## src/rtl/mem_arbiter.sv

```systemverilog
// Two-port (I fetch, D data) arbiter in front of one Memory, with combinational command routing and read-response steering.
// Optional MEM_ARB_ROUND_ROBIN_EN: alternate grants on conflict; otherwise D has fixed priority over I.
module mem_arbiter #(
  parameter int ADDR_WIDTH     = 32,
  parameter int DATA_WIDTH     = 32,
  parameter int TIMEOUT_CYCLES = 255
) (
  input  logic                  clk,
  input  logic                  rst_n,
  input  logic                  i_cmd_start,
  input  logic                  i_cmd_write,
  input  logic [ADDR_WIDTH-1:0] i_addr,
  input  logic [DATA_WIDTH-1:0] i_wdata,
  input  logic [DATA_WIDTH-1:0] i_wmask,
  output logic                  i_cmd_ready,
  output logic [DATA_WIDTH-1:0] i_rdata,
  output logic                  i_rdata_ready,
  input  logic                  d_cmd_start,
  input  logic                  d_cmd_write,
  input  logic [ADDR_WIDTH-1:0] d_addr,
  input  logic [DATA_WIDTH-1:0] d_wdata,
  input  logic [DATA_WIDTH-1:0] d_wmask,
  output logic                  d_cmd_ready,
  output logic [DATA_WIDTH-1:0] d_rdata,
  output logic                  d_rdata_ready,
  output logic                  mem_cmd_start,
  output logic                  mem_cmd_write,
  output logic [ADDR_WIDTH-1:0] mem_addr,
  output logic [DATA_WIDTH-1:0] mem_wdata,
  output logic [DATA_WIDTH-1:0] mem_wmask,
  input  logic                  mem_cmd_ready,
  input  logic [DATA_WIDTH-1:0] mem_rdata,
  input  logic                  mem_rdata_ready,
  output logic                  err_timeout
);

  localparam bit TO_EN = (TIMEOUT_CYCLES > 0);
  localparam int CW    = TO_EN ? $clog2(TIMEOUT_CYCLES + 1) : 1;
  localparam logic [CW-1:0] TO_LAST = TO_EN ? CW'(TIMEOUT_CYCLES - 1) : '0;

  typedef enum logic [0:0] {ST_IDLE = 1'b0, ST_RD_WAIT = 1'b1} state_e;

  state_e        state_q, state_d;
  logic          owner_q, owner_d;   // 1 = D owns the outstanding read
  logic [CW-1:0] cnt_q, cnt_d;
  logic          err_q, err_d;
  logic          grant_is_d;
  logic          accept;
  logic          timeout_hit;
  logic          resp;
  logic          start_s;
  logic          i_ready_s, d_ready_s;
  logic          i_rv_s, d_rv_s;

`ifdef MEM_ARB_ROUND_ROBIN_EN
  // rr_last_q records the port served by the last accepted command (1 = D)
  logic rr_last_q, rr_last_d;

  always_comb begin
    grant_is_d = d_cmd_start;
    if (i_cmd_start && d_cmd_start) begin
      grant_is_d = ~rr_last_q;
    end else begin
      grant_is_d = d_cmd_start;
    end
  end
`else
  always_comb begin
    grant_is_d = d_cmd_start;
  end
`endif

  // Command routing follows the grant with no register in the path
  assign mem_cmd_write = grant_is_d ? d_cmd_write : i_cmd_write;
  assign mem_addr      = grant_is_d ? d_addr      : i_addr;
  assign mem_wdata     = grant_is_d ? d_wdata     : i_wdata;
  assign mem_wmask     = grant_is_d ? d_wmask     : i_wmask;

  always_comb begin
    state_d     = state_q;
    owner_d     = owner_q;
    cnt_d       = cnt_q;
    err_d       = err_q;
    start_s     = 1'b0;
    i_ready_s   = 1'b0;
    d_ready_s   = 1'b0;
    i_rv_s      = 1'b0;
    d_rv_s      = 1'b0;
    accept      = 1'b0;
    timeout_hit = 1'b0;
    resp        = 1'b0;
`ifdef MEM_ARB_ROUND_ROBIN_EN
    rr_last_d   = rr_last_q;
`endif
    case (state_q)
      ST_IDLE: begin
        start_s = i_cmd_start | d_cmd_start;
        if (grant_is_d) begin
          d_ready_s = mem_cmd_ready;
        end else begin
          i_ready_s = mem_cmd_ready;
        end
        accept = start_s & mem_cmd_ready;
        if (accept) begin
`ifdef MEM_ARB_ROUND_ROBIN_EN
          rr_last_d = grant_is_d;
`endif
          if (!mem_cmd_write) begin
            state_d = ST_RD_WAIT;
            owner_d = grant_is_d;
            cnt_d   = '0;
          end else begin
            state_d = ST_IDLE;
          end
        end else begin
          state_d = ST_IDLE;
        end
      end
      ST_RD_WAIT: begin
        if (TO_EN) begin
          cnt_d       = cnt_q + CW'(1);
          timeout_hit = (cnt_q == TO_LAST) & ~mem_rdata_ready;
        end else begin
          cnt_d       = cnt_q;
        end
        resp   = mem_rdata_ready | timeout_hit;
        i_rv_s = resp & ~owner_q;
        d_rv_s = resp & owner_q;
        if (resp) begin
          state_d = ST_IDLE;
        end else begin
          state_d = ST_RD_WAIT;
        end
        if (timeout_hit) begin
          err_d = 1'b1;
        end else begin
          err_d = err_q;
        end
      end
      default: begin
        state_d = ST_IDLE;
      end
    endcase
  end

  // Handshake strobes are held low for the whole time reset is asserted
  assign mem_cmd_start = start_s   & rst_n;
  assign i_cmd_ready   = i_ready_s & rst_n;
  assign d_cmd_ready   = d_ready_s & rst_n;
  assign i_rdata_ready = i_rv_s    & rst_n;
  assign d_rdata_ready = d_rv_s    & rst_n;
  assign i_rdata       = timeout_hit ? '0 : mem_rdata;
  assign d_rdata       = timeout_hit ? '0 : mem_rdata;
  assign err_timeout   = err_q;

  // State, owner, timeout counter and sticky error
  always_ff @(posedge clk or negedge rst_n) begin
    if (!rst_n) begin
      state_q <= ST_IDLE;
      owner_q <= 1'b0;
      cnt_q   <= '0;
      err_q   <= 1'b0;
    end else begin
      state_q <= state_d;
      owner_q <= owner_d;
      cnt_q   <= cnt_d;
      err_q   <= err_d;
    end
  end

`ifdef MEM_ARB_ROUND_ROBIN_EN
  // Round-robin pointer, moved only on accepted commands
  always_ff @(posedge clk or negedge rst_n) begin
    if (!rst_n) begin
      rr_last_q <= 1'b0;
    end else begin
      rr_last_q <= rr_last_d;
    end
  end
`endif

endmodule
```

## config.mk

```make
export PLATFORM = sky130hd
export DESIGN_NAME = mem_arbiter
export DESIGN_NICKNAME = d
export VERILOG_FILES = /design/src/rtl/mem_arbiter.sv
export SDC_FILE = /design/constraint.sdc
export NUM_CORES = 1
export LEC_CHECK = 0
export ABC_AREA = 1
export CELL_PAD_IN_SITES_DETAIL_PLACEMENT = 0
export CELL_PAD_IN_SITES_GLOBAL_PLACEMENT = 2
export CORE_MARGIN = 5
export CORE_UTILIZATION = 10
export CTS_BUF_LIST = sky130_fd_sc_hd__clkbuf_16
export DETAILED_ROUTE_END_ITERATION = 10
export GPL_TIMING_DRIVEN = 0
export MAX_ROUTING_LAYER = met4
export PLACE_DENSITY = 0.95
export SLEW_MARGIN = 5
export SYNTH_ARGS = -nofsm -noshare
export SYNTH_HDL_FRONTEND = slang
export SYNTH_SLANG_ARGS = --single-unit
```

## constraint.sdc

```tcl
create_clock -name clk -period 1.98 [get_ports clk]
set_input_delay 0.396 -clock clk [delete_from_list [all_inputs] [get_ports clk]]
set_output_delay 0.396 -clock clk [all_outputs]
set_load 0.05 [all_outputs]
```

# == Word level (Yosys, flattened, before mapping) ==
# Index checks and enable logic that the tools add are counted.
# totals
elab_cells,47
regBits,11
input_bits,232
output_inout_bits,167
# classes
add_sub_neg,1
n_mux,21
bitwise,15
n_eq_ne,3
reduce_logical,3
# ops
cell,n
32-bit 2-to-1 mux,4
8-bit 2-to-1 mux,2
8-bit case mux with 2 select lines,1
1-bit 2-to-1 mux,13
1-bit bitwise AND,9
8-bit by 1-bit adder with 8-bit output (second input constant),1
8-bit equality test (second input constant),1
2-bit inequality test (second input constant),2
1-bit NOT,4
2-bit AND reduction,2
3-bit AND reduction,1
1-bit OR,2
1-bit case mux with 2 select lines,1

# == Depth between registers and ports, before layout ==
# Gate-level depths: netlist of the first run.
# logic_depth
word_depth,7
ltp_mapped,9
mapped_depth_nobuf,8

# == Worst setup path after synthesis of the first run ==
# Ideal clock, no wire load.
# synth_timing
path_kind,register to output
startpoint,register cnt_q[0]
endpoint,output i_rdata[11]
t_arrival_ps,1640
stages_incl_launch_ff,10
required_time_ps,1584
slack_ps,-56
cell_sequence,dfrtp_1 inv_1 ha_1 nand2_1 nor2_2 nand3_4 buf_6 nand2_1 inv_1 buf_4
# synth_via
elab_chain_len,5
# synth_rtl
item,line,rtl
"start, declared",45,"logic [CW-1:0] cnt_q, cnt_d;"
"start signal, assigned",166,cnt_q <= cnt_d;
8-bit equality test,122,timeout_hit = (cnt_q == TO_LAST) & ~mem_rdata_ready;
1-bit bitwise AND,122,
1-bit 2-to-1 mux (2 in series),95,case (state_q)
32-bit 2-to-1 mux,-,
"end, declared",16,"output logic [DATA_WIDTH-1:0] i_rdata,"
# No other way between the ends. The select of a mux whose other input is x is not followed.

# == Final worst setup path of the first run ==
# layout_timing
startpoint,register cnt_q[0]
endpoint,output i_rdata[11]
# layout_via
elab_chain_len,5
# layout_rtl
item,line,rtl
8-bit equality test,122,
1-bit bitwise AND,122,
1-bit 2-to-1 mux (2 in series),95,
32-bit 2-to-1 mux,152,assign i_rdata = timeout_hit ? '0 : mem_rdata;
# No other way between the ends. The select of a mux whose other input is x is not followed.

==> results of run 1 <==
power by group through the flow:
stage,combinational (mW),clock [mW],sequential [mW]
final,2.29,0.367,0.307
after global routing,2.43,0.384,0.312
after CTS,2.31,0.377,0.305
after detailed placement,2.29,0,0.309
after global placement,2.29,0,0.308
after floorplan,1.24,0,0.300
worst max path at each step:
stage / from / to / cells past startpoint
2_1_floorplan: cnt_q[0]$_DFFE_PN0P_ / i_rdata[11] / 9
3_3_place_gp: d_cmd_start / mem_wmask[2] / 7
3_5_place_dp: rst_n / d_cmd_ready / 4
4_1_cts: cnt_q[0]$_DFFE_PN0P_ / i_rdata[11] / 10
5_1_grt: cnt_q[0]$_DFFE_PN0P_ / i_rdata[6] / 10
6_report: cnt_q[0]$_DFFE_PN0P_ / i_rdata[11] / 10
timing repair:
item                                    4_1_cts  5_1_grt
resized for setup                          1019       90
buffers inserted                              3        4
pin swaps                                     2        1
endpoints found under the setup margin      166      120
cloned                                        2        0
endpoints found under the hold margin         0        0
kinds of logic after synthesis:
logic type | synth area share
and+or+nand+nor | 0.615
adders and majority gates | 0.0104
AOI/OAI and AO/OA | 0.0217
buffers and inverters | 0.235
DFF | 0.114
xor gates and xnor gates | 0.00363
synthesized netlist by cell type:
master / n / area (sq um)
o21bai_1: 2 / 15.0
o211ai_1: 1 / 7.51
dfrtp_1: 11 / 275
nand3_4: 1 / 17.5
inv_1: 42 / 158
buf_6: 3 / 33.8
a21oi_1: 1 / 5.00
o21ai_0: 4 / 20.0
o21ai_1: 1 / 5.00
nor2_1: 11 / 41.3
inv_2: 5 / 18.8
xor2_1: 1 / 8.76
ha_1: 2 / 25.0
nor2_2: 2 / 12.5
buf_4: 36 / 270
nand2_1: 342 / 1280
buf_2: 13 / 65.1
nand3_1: 14 / 70.1
or2_2: 1 / 6.26
clkbuf_1: 6 / 22.5
nor2_4: 1 / 11.3
and2_1: 1 / 6.26
nand2_2: 6 / 37.5
worst max-delay path: stages (launching register included):
cell and delay [ns]:
dfrtp_1 0.39, inv_2 0.08, ha_4 0.13, nand2_4 0.05, nor2_4 0.10, nand3_4 0.16, buf_12 0.20, nand2_4 0.09
clkinvlp_4 0.10, buf_8 0.12, buf_8 0.14
stage by stage:
stage           util  hold WS (ns)  setup WS (ns)  cells  TNS (ns)
2_1_floorplan      -         0.100       -0.00210    507  -0.00210
3_3_place_gp   0.294         0.448          -1.21   1224   -143.63
3_5_place_dp   0.294         0.453          -1.23   1224   -144.63
4_1_cts        0.298         0.171         -0.241   1233     -6.83
5_1_grt        0.300         0.187         -0.287   1237    -11.56
6_report       0.300         0.163         -0.205   1237     -5.62
flip-flops by register name, summed over array words and instances, names as in the netlist:
| signal | cells |
|---|---|
| err_timeout | 1 |
| state_q | 1 |
| cnt_q | 8 |
| owner_q | 1 |
area by class of cell:
class                   instances  share of cell area
well taps                     319              0.0563
inverters                      47              0.0302
flip-flops and latches         11              0.0390
plain buffers                  58              0.0777
clock buffers                   3              0.0106
clock inverters                 1            0.000530
multi-input cells             391               0.243
repair buffers                407               0.542
layer usage:
| layer | track usage | wire length (um) | share of wire | up-vias |
|---|---|---|---|---|
| li1 | - | - | - | 2277 |
| met4 | 0.0199 | 329 | 0.018 | 0 |
| met1 | 0.127 | 6490 | 0.36 | 1900 |
| met2 | 0.235 | 9540 | 0.53 | 254 |
| met3 | 0.0231 | 1750 | 0.097 | 19 |
| met5 | - | 0 | 0 | - |
==> metrics, run 1 <==
hold crit path type=in2async; cells after synthesis=507; Die W=165 um; Worst Setup Start Kind=flip-flop; synth warn=0; R2R depth=9; Worst Max-Slew Pin Slew=0.523 ns; P_sw=1.50 mW; critical path class=reg2out; multi-input logic area=1720 sq um; R2R Path Start=cnt_q[0]$_DFFE_PN0P_; most frequent cells in the layout=328 x nand2_1, 230 x clkdlybuf4s50_1, 65 x buf_4, 64 x buf_6, 61 x buf_2; Post-Route WL=18.1 mm; switching part of the total=0.505; clock latency on the worst-skew pair=0.24 ns; Hold Fails Final Rpt=0; drt pass-1 iters=4; Crit Path Max Fanout=6; Clock Tree Root=clkbuf_16; Max Slew Vio Count=0; Max Cap Violations=0; most common cell after layout, fill and taps aside=nand2_1; Die H=165 um; Area growth, synth to finish=193%; largest net degree at the start of global routing=15; clk_skew=0.00175 ns; Yosys reg bits=11; DR iter-0 viols=107; row count=56; layout cells sized above 1=0.330; WL/cell=14.6 um; vias in the first global route=4570; Fmax achieved=458 MHz; Ports=399; status=complete, but fails checks; clock transition at the registers of the reported paths=0.04 ns; Vias=4450; register area=277 sq um; worst setup margin=-0.205 ns; total grt overflow=0; CTS tree=yes; worst vdd ir=0.293 mV; Clock power frac=0.124; nets@finish=1153; Mapped Avg Cell Area=4.77 sq um; die area=27400 sq um; first-pass GRT wire length=24.9 mm; Finish-stage setup viols=63; Tcrit/Tclk final=1.10; antenna-violating nets left=0; Tot Pwr=2.96 mW; RSZ-0062 raised after global routing=true; CTS Buf Count=3; r2r setup slk=0.67 ns; Global Route Usage Sum=0.120; terminus of the critical flop-to-flop path=state_q$_DFF_PN0_; DRC=0; syn nets=741; Clock Sinks=11; Leak=3.66 nW; GP Congestion=0.782; mapped cell area=2420 sq um; WP data arrival=1.79 ns; initial antenna violation count=0; Rel. slew slack=0.651; H-tree depth=1; Post-DP HPWL=15.8 mm; Seq/Total Area, Yosys=0.114; Fillers=2639; Distinct cells, synth=23; Crit path required time=1.58 ns; sequential share of power=0.103; Initial Utilization=0.102; logic gate share of total power=0.773; pwr dens=418 nW/um^2; CP Capture Type=output pin; Final Instance Area=7090 sq um; core box area=23600 sq um; Tmin final=2.18 ns; DR vias/cell=3.60; PortBufs=398; Int Pwr=1.47 mW; failing checks=setup timing; Placed Area=6950 sq um; CTS Buffer Depth=2; CTS Hold Bufs=0; antenna cells=0
No activity file was read; power rests on OpenSTA's default activity.
==> run 2: changes to the inputs <==
- SKIP_LAST_GASP: not set -> 1
==> metrics, run 2 (same netlist as run 1, synthesis figures left out) <==
status=complete, but fails checks; failing checks=setup timing; clock transition at the registers of the reported paths=0.04 ns (about the same); total grt overflow=0 (unchanged); CTS Hold Bufs=0 (unchanged); Area growth, synth to finish=187%; Vias=4436 (-0.31%); Clock Tree Root=clkbuf_16; most flop-heavy register=cnt_q; row count=56 (unchanged); CP Capture Type=output pin; CTS Buffer Depth=2 (unchanged); Worst Max-Slew Pin Slew=0.526 ns (+0.00360 ns); Die H=165 um (unchanged); largest net degree at the start of global routing=15 (unchanged); die area=27400 sq um (unchanged); Post-Route WL=18.1 mm (about the same); Initial Utilization=0.102 (unchanged); Crit path required time=1.58 ns (about the same); hold crit path type=in2async; DR iter-0 viols=112 (+4.7%); Worst Setup Start Kind=flip-flop; worst vdd ir=0.293 mV (about the same); clk_skew=0.00236 ns (+0.000606 ns); Fmax achieved=459 MHz (+0.27%); Ports=399 (unchanged); Post-Place Worst Slack=-1.23 ns (unchanged); CTS tree=yes; antenna cells=0 (unchanged); critical path class=reg2out; Tcrit/Tclk final=1.10 (-0.00292); antenna-violating nets left=0 (unchanged); Clock Sinks=11 (unchanged); Max Slew Vio Count=0 (unchanged); Worst Setup SP=cnt_q[0]$_DFFE_PN0P_; nets@finish=1152 (-0.087%); WP data arrival=1.78 ns (about the same); initial antenna violation count=0 (unchanged); CTS Buf Count=3 (unchanged); most frequent cells in the layout=331 x nand2_1, 230 x clkdlybuf4s50_1, 102 x buf_4, 64 x buf_2, 36 x inv_1; PortBufs=398 (unchanged); Max Cap Violations=0 (unchanged); H-tree depth=1 (unchanged); DRC=0 (unchanged); core box area=23600 sq um (unchanged); Largest register FFs=8 (unchanged); Tot Pwr=2.92 mW (-1.5%); Hold Fails Final Rpt=0 (unchanged); Finish-stage setup viols=63 (unchanged); Rel. slew slack=0.648 (-0.00241); drt pass-1 iters=4 (unchanged); R2R Path Start=cnt_q[0]$_DFFE_PN0P_; Post-DP HPWL=15.8 mm (unchanged); Die W=165 um (unchanged); layout cells sized above 1=0.304 (-0.0258); WL/cell=14.6 um (about the same); RSZ-0062 raised after global routing=true; worst setup margin=-0.199 ns (+0.00579 ns); GP Congestion=0.782 (unchanged); r2r setup slk=0.68 ns (about the same); vias in the first global route=4558 (-0.26%); clock latency on the worst-skew pair=0.24 ns (about the same); Crit Path Max Fanout=6 (unchanged); pwr dens=421 nW/um^2 (+0.75%); Leak=3.63 nW (-0.96%); Tmin final=2.18 ns (-0.00578 ns); DR vias/cell=3.59 (-0.23%); most common cell after layout, fill and taps aside=nand2_1; first-pass GRT wire length=24.9 mm (-0.11%); Global Route Usage Sum=0.120 (-0.000160)
==> run 2: worst paths after layout <==
path                                           end  cells past startpoint
setup / recovery                        i_rdata[2]                     10
hold / removal                cnt_q[3]$_DFFE_PN0P_                      1
setup reg to reg                 state_q$_DFF_PN0_                      9
hold reg to reg            err_timeout$_DFFE_PN0P_                      2
max in group asynchronous     cnt_q[1]$_DFFE_PN0P_                      1
min in group clk           err_timeout$_DFFE_PN0P_                      2
==> run 2: power breakdown <==
group          switching (mW)  total (mW)  internal (mW)  leakage, nW
Clock                   0.101       0.367          0.265       0.0423
Combinational            1.34        2.25          0.908         3.45
Sequential             0.0440       0.307          0.263        0.141
==> run 2: cell type report <==
class | instances | area [sq um]
buffer | 58 | 547
inverter | 47 | 214
multi-input combinational | 391 | 1720
fill | 2664 | 16700
clock inverter | 1 | 3.75
sequential | 11 | 277
timing repair buffer | 406 | 3690
tap | 319 | 399
clock buffer | 3 | 75.1
==> run 2: layer usage <==
metal,global-route usage,share of wire,wire length (um)
met2,0.234,0.52,9490
met1,0.126,0.36,6500
met3,0.0248,0.099,1790
met5,-,0,0
met4,0.0199,0.018,329
==> run 2: metrics by stage <==
stage	util	hold slack, ns	TNS (ns)	std cells	instance area (sq um)
after floorplan	-	0.100	-0.00210	507	2560
after detailed placement	0.294	0.453	-144.63	1224	6950
after global placement	0.294	0.448	-143.63	1224	6950
final	0.293	0.157	-6.26	1236	6930
after CTS	0.292	0.171	-8.09	1233	6890
after global routing	0.293	0.181	-12.97	1236	6930
==> run 2: critical path, stage by stage (launching register included) <==
cell,delay (ns)
dfrtp_1,0.39
inv_2,0.08
ha_4,0.13
nand2_4,0.05
nor2_4,0.10
nand3_4,0.15
buf_12,0.21
nand2_4,0.07
clkinvlp_4,0.10
buf_8,0.13
buf_8,0.14
==> run 2: repair_timing <==
item                       in CTS  in global routing
pin swaps                       2                  4
setup endpoints to repair     166                120
gates cloned                    2                  0
resized for setup             957                 89
setup buffers                   3                  3
